--- config.mk ---
export PLATFORM = sky130hd
export DESIGN_NAME = nes_controller_poller
export DESIGN_NICKNAME = d
export VERILOG_FILES = /design/src/rtl/nes_controller_poller.sv
export SDC_FILE = /design/constraint.sdc
export NUM_CORES = 1
export LEC_CHECK = 0
export BUFFER_PORTS_ARGS = -buffer_cell sky130_fd_sc_hd__buf_2
export CAP_MARGIN = 20
export CORE_ASPECT_RATIO = 2
export CORE_MARGIN = 4
export CORE_UTILIZATION = 55
export CTS_CLUSTER_SIZE = 10
export DETAILED_ROUTE_END_ITERATION = 10
export PLACE_DENSITY = 0.76
export SKIP_CTS_REPAIR_TIMING = 1
export SLEW_MARGIN = 20
export SYNTH_ARGS = -nofsm -noshare
export SYNTH_HDL_FRONTEND = slang
export SYNTH_SLANG_ARGS = --single-unit
--- constraint.sdc ---
create_clock -name clk -period 5.5 [get_ports clk]
set_clock_uncertainty 0.05 [all_clocks]
set_input_delay 1.1 -clock clk [delete_from_list [all_inputs] [get_ports clk]]
set_output_delay 1.1 -clock clk [all_outputs]
set_load 0.02 [all_outputs]
--- src/rtl/nes_controller_poller.sv ---
// NES controller poller: periodically requests a controller fetch, captures
// the returned snapshot, publishes the held buttons and converts per-button
// changes into press/release events queued in a small first-word-fall-through
// FIFO for a ready/valid consumer.
module nes_controller_poller #(
    parameter int NUM_CONTROLLERS = 4,
    parameter int POLL_PERIOD     = 16666,
    parameter int FIFO_DEPTH      = 8,
    localparam int CW = (NUM_CONTROLLERS > 1) ? $clog2(NUM_CONTROLLERS) : 1
) (
    input  logic                         clk,
    input  logic                         rst,
    input  logic                         enable_i,
    output logic                         start_fetch_o,
    input  logic                         fetch_valid_i,
    input  logic [8*NUM_CONTROLLERS-1:0] fetch_data_LIST_i,
    output logic [8*NUM_CONTROLLERS-1:0] buttons_LIST_o,
    output logic                         event_valid_o,
    input  logic                         event_ready_i,
    output logic [CW-1:0]                event_controller_o,
    output logic [2:0]                   event_button_o,
    output logic                         event_pressed_o,
    output logic                         overflow_o,
    input  logic                         clear_overflow_i
);

    localparam int NBITS = 8 * NUM_CONTROLLERS;
    localparam int IDXW  = $clog2(NBITS);
    localparam int PCW   = (POLL_PERIOD > 1) ? $clog2(POLL_PERIOD) : 1;
    localparam int PW    = $clog2(FIFO_DEPTH);
    localparam int EW    = CW + 4;

    localparam logic [PCW-1:0]  PERIOD_LAST = PCW'(POLL_PERIOD - 1);
    localparam logic [IDXW-1:0] SCAN_LAST   = IDXW'(NBITS - 1);
    localparam logic [PW:0]     DEPTH_C     = (PW + 1)'(FIFO_DEPTH);

    typedef enum logic [1:0] {IDLE, BUSY, DONE, SCAN} state_t;

    state_t            state_reg, state_next;
    logic [PCW-1:0]    period_cnt_reg;
    logic              pending_reg;
    logic [NBITS-1:0]  buttons_reg;
    logic [NBITS-1:0]  old_reg;
    logic [IDXW-1:0]   idx_reg;

    logic              tick;
    logic              capture;
    logic              scan_active;

    // Event FIFO storage and bookkeeping
    logic [EW-1:0]     fifo_mem [FIFO_DEPTH];
    logic [PW-1:0]     wr_ptr_reg, rd_ptr_reg;
    logic [PW:0]       count_reg;
    logic              overflow_reg;

    logic [IDXW-1:0]   scan_pos;
    logic              push_valid;
    logic [EW-1:0]     push_data;
    logic              pop;
    logic              push_ok;

    assign tick = enable_i && (period_cnt_reg == PERIOD_LAST);

    // Free-running poll period counter, parked at zero while disabled
    always_ff @(posedge clk or posedge rst) begin
        if (rst) begin
            period_cnt_reg <= '0;
        end else if (!enable_i || period_cnt_reg == PERIOD_LAST) begin
            period_cnt_reg <= '0;
        end else begin
            period_cnt_reg <= period_cnt_reg + 1'b1;
        end
    end

    // One-deep request flag: a tick arriving while one is already pending is absorbed
    always_ff @(posedge clk or posedge rst) begin
        if (rst) begin
            pending_reg <= 1'b0;
        end else if (!enable_i) begin
            pending_reg <= 1'b0;
        end else if (tick) begin
            pending_reg <= 1'b1;
        end else if (start_fetch_o) begin
            pending_reg <= 1'b0;
        end
    end

    // FSM state register
    always_ff @(posedge clk or posedge rst) begin
        if (rst) begin
            state_reg <= IDLE;
        end else begin
            state_reg <= state_next;
        end
    end

    // FSM next-state logic: request, wait for valid to drop, wait for it to return, scan
    always_comb begin
        state_next = state_reg;
        case (state_reg)
            IDLE: if (pending_reg && fetch_valid_i) state_next = BUSY;
            BUSY: if (!fetch_valid_i)               state_next = DONE;
            DONE: if (fetch_valid_i)                state_next = SCAN;
            SCAN: if (idx_reg == SCAN_LAST)         state_next = IDLE;
            default:                                state_next = IDLE;
        endcase
    end

    // FSM outputs: fetch strobe, snapshot capture and scan enable
    always_comb begin
        start_fetch_o = 1'b0;
        capture       = 1'b0;
        scan_active   = 1'b0;
        case (state_reg)
            IDLE:    start_fetch_o = pending_reg && fetch_valid_i;
            DONE:    capture       = fetch_valid_i;
            SCAN:    scan_active   = 1'b1;
            default: ;
        endcase
    end

    // Snapshot capture keeps the previous snapshot for edge detection during the scan
    always_ff @(posedge clk or posedge rst) begin
        if (rst) begin
            buttons_reg <= '0;
            old_reg     <= '0;
            idx_reg     <= '0;
        end else if (capture) begin
            buttons_reg <= fetch_data_LIST_i;
            old_reg     <= buttons_reg;
            idx_reg     <= '0;
        end else if (scan_active) begin
            idx_reg     <= idx_reg + 1'b1;
        end
    end

    // Scan walks each byte from bit 7 down to bit 0; flipping the low three index bits does that
    assign scan_pos   = idx_reg ^ IDXW'(7);
    assign push_valid = scan_active && (buttons_reg[scan_pos] != old_reg[scan_pos]);
    assign push_data  = {CW'(idx_reg >> 3), scan_pos[2:0], buttons_reg[scan_pos]};

    // A full FIFO still accepts a push when the head is popped in the same cycle
    assign pop     = event_ready_i && (count_reg != '0);
    assign push_ok = push_valid && ((count_reg < DEPTH_C) || pop);

    // FIFO storage write port
    always_ff @(posedge clk) begin
        if (push_ok) begin
            fifo_mem[wr_ptr_reg] <= push_data;
        end
    end

    // FIFO pointers, occupancy and sticky overflow (a drop beats a clear in the same cycle)
    always_ff @(posedge clk or posedge rst) begin
        if (rst) begin
            wr_ptr_reg   <= '0;
            rd_ptr_reg   <= '0;
            count_reg    <= '0;
            overflow_reg <= 1'b0;
        end else begin
            if (push_ok) wr_ptr_reg <= wr_ptr_reg + 1'b1;
            if (pop)     rd_ptr_reg <= rd_ptr_reg + 1'b1;
            case ({push_ok, pop})
                2'b10:   count_reg <= count_reg + 1'b1;
                2'b01:   count_reg <= count_reg - 1'b1;
                default: count_reg <= count_reg;
            endcase
            if (push_valid && !push_ok) begin
                overflow_reg <= 1'b1;
            end else if (clear_overflow_i) begin
                overflow_reg <= 1'b0;
            end
        end
    end

    assign buttons_LIST_o = buttons_reg;
    assign event_valid_o  = (count_reg != '0);
    assign overflow_o     = overflow_reg;
    assign {event_controller_o, event_button_o, event_pressed_o} = fifo_mem[rd_ptr_reg];

endmodule

==> flow_metrics.tcl, run 1 <==
set metrics [dict create \
    hp-start "old_reg[29]" \
    status "finished, final reports clean" \
    gp_congestion 0.8517 \
    diodes 0 \
    multi_input_area_sq_um 2481 \
    worstPathMaxFanout 13 \
    nets 689 \
    r2r-end "count_reg[3]" \
    synth-seq-area-share_pct 59.85 \
    seq_area_sq_um 3894 \
    grt_max_degree 65 \
    ff2ff_path_depth 12 \
    firstDrtPassIters 4 \
    synth_nets 614 \
    drcViolationCount 0 \
    cts_tree "done" \
    totalWireLength_mm 13.99 \
    ys_async_sr_fraction_pct 67.12 \
    leakagePower_nw 3.464 \
    grt_usage_pct 21.70 \
    holdPathEnd "old_reg[29]" \
    crit_type "reg2reg" \
    syn_area_sq_um 6506 \
    die_y_um 161.8 \
    synth_edf_count 48 \
    dieWidth_um 84.91 \
    detail-route-antenna-nets 0 \
    synth-main-ff-cell "dfrtp_1" \
    wl_per_cell_um 17.58 \
    switching_share_pct 38.37 \
    cts_made_buffers 17 \
    htree_levels 4 \
    worstHoldPathCells 2 \
    path_clk_slew_ns 0.06 \
    start_util_pct 55.94 \
    clock_sinks 146 \
    required_ns 5.78 \
    hold_class "reg2reg" \
    tightest_slew_ns 0.9002 \
    intPower_mw 2.749 \
    finalSetupViolCount 0 \
    dp_hpwl_mm 10.11 \
    num-fill-cells 905 \
    fmax_ghz 0.2519 \
    row_count 56 \
    synth_cell_types 39 \
    syn2layout_area_growth_pct 16.37 \
    portBuffers 78 \
    combPwrFrac_pct 34.5 \
    max_cap_viol_count 0 \
    core_area_sq_um 11630 \
    avgSynthCellArea_sq_um 11.56 \
    hold_viol_final 0 \
    irDropWorstVdd_mv 0.3580 \
    drive_above_1_share_pct 24.73 \
    cp-end-kind "flop" \
    ios 79 \
    tns_ns 0 \
    final_max_slew_viol_count 0 \
    p_seq_share_pct 41.9 \
    via_per_inst 5.497 \
    cts_buffer_depth 2 \
    ys_ff_latch 146 \
    switchingPower_mw 1.711 \
    largest_register_ffs 48 \
    power_frac_clock_pct 23.6 \
    yosys_warnings 0 \
    fp.dieArea_sq_um 13740 \
    fin_crit_sh_pct 72.17 \
    antenna_found_initial 0 \
    cp.arrival_ns 4.25 \
    fin_crit_ns 3.969 \
    first_global_vias 4573 \
    r2r_start "idx_reg[0]" \
    power_density_nw_per_um2 589.1 \
    rrSetupSlack_ns 1.53 \
    critPathLaunchType "flop" \
    insertion_delay_ns 0.41 \
    grt.overflow.total 0 \
    stdcell_count 796 \
    synthCells 563 \
    drtIter0Drc 182 \
    rsz0062_at_grt "false" \
    vias 4376 \
    cts_root_buf "clkbuf_16" \
    grt_pass1_wl_mm 22.87 \
    dp_cells 764 \
    max_slew_margin_pct 39.53 \
]
power groups by stage:
stage,Combinational [mW],Clock (mW),Sequential (mW)
after floorplan,1.11,0,1.81
final,1.54,1.05,1.87
after global placement,1.48,0,1.86
after detailed placement,1.54,0,1.88
after CTS,1.55,1.07,1.86
after global routing,1.70,1.13,1.91
how the worst max path moves through the flow:
stage | from | end | slack, ns | depth (start not counted)
floorplan | rst | buttons_LIST_o[0] | 1.79 | 1
global placement | idx_reg[0] | count_reg[2] | 1.65 | 12
detailed placement | idx_reg[0] | count_reg[3] | 1.49 | 12
CTS | idx_reg[0] | count_reg[3] | 1.49 | 12
global route | idx_reg[0] | count_reg[3] | 1.22 | 12
finish | idx_reg[0] | count_reg[3] | 1.53 | 12
routing by layer:
layer	vias up	part of all wire, %	track usage, %
met4	0	2.7	10.16
met1	2169	34	22.64
li1	2055	-	-
met2	123	60	41.08
met3	29	3.2	3.807
met5	-	0	0
placed cells by master, fill, tap and decap left out, types with 3 or more instances in the layout:
cell type     n
inv_6         6
nand3_1       9
dfrtp_1      98
nor3_1        5
mux2_2       10
clkbuf_16    17
inv_1        11
nand4_1       3
nand2_1     211
xor2_1       12
xnor2_1      13
clkinv_4      3
a21oi_1       3
and3_1        5
ha_1         13
edfxtp_1     48
buf_2        78
clkinvlp_4    4
mux2i_1       4
buf_4         3
mux4_2       30
nor2b_1       3
nor2_1       34
cell type report:
type	count	share of cell area, %
clock buffer	17	5.619
clock inverter	15	1.653
inverter	13	0.6776
multi-input combinational	379	32.77
sequential	146	51.43
tap	145	2.396
timing repair buffer	81	5.454
logic make-up (layout without fill, tap and decap cells):
kind of cell             Yosys count  in the layout  synth area share [%]
multiplexers                      45             45                 12.90
buffers and inverters             38            126                 2.346
flip-flops                       146            146                 59.85
AND/OR/NAND/NOR                  280            280                 17.33
AO/OA/AOI/OAI                     15             15                 1.462
XOR/XNOR                          26             26                 3.615
adder cells (fa/ha/maj)           13             13                 2.500
through the flow:
step / area, sq um / power [mW] / util [%] / hold WS (ns) / worst slack (ns)
5_1_grt: 7571 / 4.730 / 65.09 / 0.4520 / 1.218
4_1_cts: 7553 / 4.486 / 64.94 / 0.4318 / 1.487
3_3_place_gp: 7003 / 3.335 / 60.21 / 0.4017 / 1.650
3_5_place_dp: 7003 / 3.424 / 60.21 / 0.4164 / 1.494
6_report: 7571 / 4.460 / 65.09 / 0.4269 / 1.531
2_1_floorplan: 6506 / 2.920 / - / 0.3909 / 1.788
worst max-delay path, stage by stage (launching register included):
cell     delay [ns]
dfrtp_1        0.81
mux4_2         0.59
mux4_2         0.47
o21ai_2        0.22
xor2_2         0.28
nand3_2        0.19
ha_1           0.28
inv_1          0.09
mux2_2         0.34
o22ai_1        0.15
o21ai_0        0.10
nor2_1         0.15
xor2_1         0.17
synthesized netlist by cell type, drive strengths merged, types with 4 or more instances:
library cell  count  area share [%]
nor3              5            0.38
nand2           212              12
buf               8            0.62
mux2i             4            0.62
nand3            10            0.85
clkbuf           17            0.98
edfxtp           48              22
ha               13             2.5
nor2             34             2.0
o21ai             5            0.44
dfrtp            98              38
inv              12            0.69
xnor2            13             1.8
xor2             13             1.9
mux4             30              10
mux2             11             1.9
and3              5            0.48
Note: power is estimated with default switching activity, not from simulation.
==> run 2: changes to the inputs <==
==> constraint.sdc (replaced) <==
create_clock -name clk -period 3.73 [get_ports clk]
set_clock_uncertainty 0.05 [all_clocks]
set_input_delay 0.746 -clock clk [delete_from_list [all_inputs] [get_ports clk]]
set_output_delay 0.746 -clock clk [all_outputs]
set_load 0.02 [all_outputs]
==> flow_metrics.tcl, run 2 (synthesis results as in run 1) <==
set metrics [dict create \
    cts_made_buffers 17 \
    irDropWorstVdd_mv 0.4719 \
    syn2layout_area_growth_pct 18.40 \
    finish.utilization_pct 66.23 \
    dp_slack_ns 0.1069 \
    drive_above_1_share_pct 26.02 \
    max_cap_viol_count 0 \
    grt_usage_pct 22.01 \
    cts_buffer_depth 2 \
    core_area_sq_um 11630 \
    critPathLaunchType "flop" \
    final_cell_mix "211 x nand2_1, 98 x dfrtp_1, 78 x buf_2, 48 x edfxtp_1, 34 x nor2_1" \
    hold_class "reg2reg" \
    die_y_um 161.8 \
    firstDrtPassIters 4 \
    grt_pass1_wl_mm 23.31 \
    worst_slack_ns 0.1367 \
    seq_area_sq_um 3894 \
    cp-end-kind "flop" \
    holdPathEnd "old_reg[1]" \
    start_util_pct 55.94 \
    cts_root_buf "clkbuf_16" \
    diodes 0 \
    via_per_inst 5.472 \
    power_density_nw_per_um2 874.6 \
    grt_max_degree 70 \
    dieWidth_um 84.91 \
    fmax_ghz 0.2783 \
    tns_ns 0 \
    cts_tree "done" \
    fin_crit_sh_pct 96.34 \
    fp.dieArea_sq_um 13740 \
    worstPathMaxFanout 16 \
    first_global_vias 4683 \
    nets 703 \
    fin_crit_ns 3.593 \
    rrSetupSlack_ns 0.14 \
    hold_viol_final 0 \
    worstHoldPathCells 2 \
    num-fill-cells 917 \
    row_count 56 \
    clock_sinks 146 \
    crit_type "reg2reg" \
    drtIter0Drc 260 \
    vias 4432 \
    multi_input_area_sq_um 2470 \
    required_ns 4.02 \
    final_common_cell "nand2_1" \
    totalWireLength_mm 14.14 \
    final_max_slew_viol_count 0 \
    htree_levels 4 \
    portBuffers 78 \
    ff2ff_path_depth 13 \
    detail-route-antenna-nets 0 \
    r2r-end "count_reg[3]" \
    r2r_start "idx_reg[0]" \
    rsz0062_at_grt "false" \
    grt.overflow.total 0 \
    insertion_delay_ns 0.42 \
    drcViolationCount 0 \
    antenna_found_initial 0 \
    path_clk_slew_ns 0.06 \
    finalPower_mw 6.738 \
    dp_hpwl_mm 9.986 \
    hp-start "old_reg[1]" \
    ios 79 \
    leakagePower_nw 3.552 \
    wl_per_cell_um 17.46 \
    max_slew_margin_pct 41.67 \
    status "finished, final reports clean" \
    gp_congestion 0.7711 \
    tightest_slew_ns 0.8750 \
    largest_register_ffs 48 \
    cp.arrival_ns 3.88 \
    finalSetupViolCount 0 \
]
run 2: worst max-delay path by stage:
| stage | startpoint | end | slack (ns) | depth (start not counted) |
|---|---|---|---|---|
| detailed placement | idx_reg[0] | count_reg[2] | 0.11 | 13 |
| floorplan | rst | buttons_LIST_o[0] | 0.37 | 1 |
| global route | idx_reg[0] | count_reg[3] | 0.002 | 13 |
| CTS | idx_reg[0] | count_reg[2] | 0.06 | 13 |
| finish | idx_reg[0] | count_reg[3] | 0.14 | 13 |
| global placement | idx_reg[0] | count_reg[2] | 0.28 | 13 |
run 2: stage by stage:
step,hold slack (ns),instances,area (sq um)
CTS,0.4233,810,7697
detailed placement,0.4116,778,7121
global placement,0.4025,778,7121
global route,0.4404,810,7704
finish,0.4197,810,7704
floorplan,0.3909,563,6506
run 2: power breakdown:
part           switching (mW)  internal [mW]  total (mW)
registers               0.524           2.17        2.69
logic                    1.31           1.09        2.41
clock network           0.633           1.00        1.64
total                    2.47           4.27        6.74
run 2: layout make-up:
class	instances	share of cell area (%)
flip-flops and latches	146	50.54
inverters	13	0.6659
repair buffers	95	6.886
clock inverters	8	0.9745
well taps	145	2.355
clock buffers	24	6.513
multi-input cells	379	32.06
run 2: layer usage:
layer,global-route usage (%),share of wire (%),up-vias
li1,-,-,2075
met1,23.13,34,2192
met2,39.94,58,124
met3,4.721,3.6,41
met4,12.25,4.3,0
met5,0,0,-
run 2: worst max-delay path, cell delays in order, from the launching register on:
cell	delay, ns
dfrtp_1	0.40
buf_12	0.19
mux4_2	0.52
mux4_2	0.50
o21ai_2	0.22
xor2_2	0.19
nand3_2	0.18
ha_1	0.30
inv_1	0.11
mux2_2	0.34
o22ai_1	0.12
o21ai_0	0.11
nor2_1	0.13
xor2_1	0.15
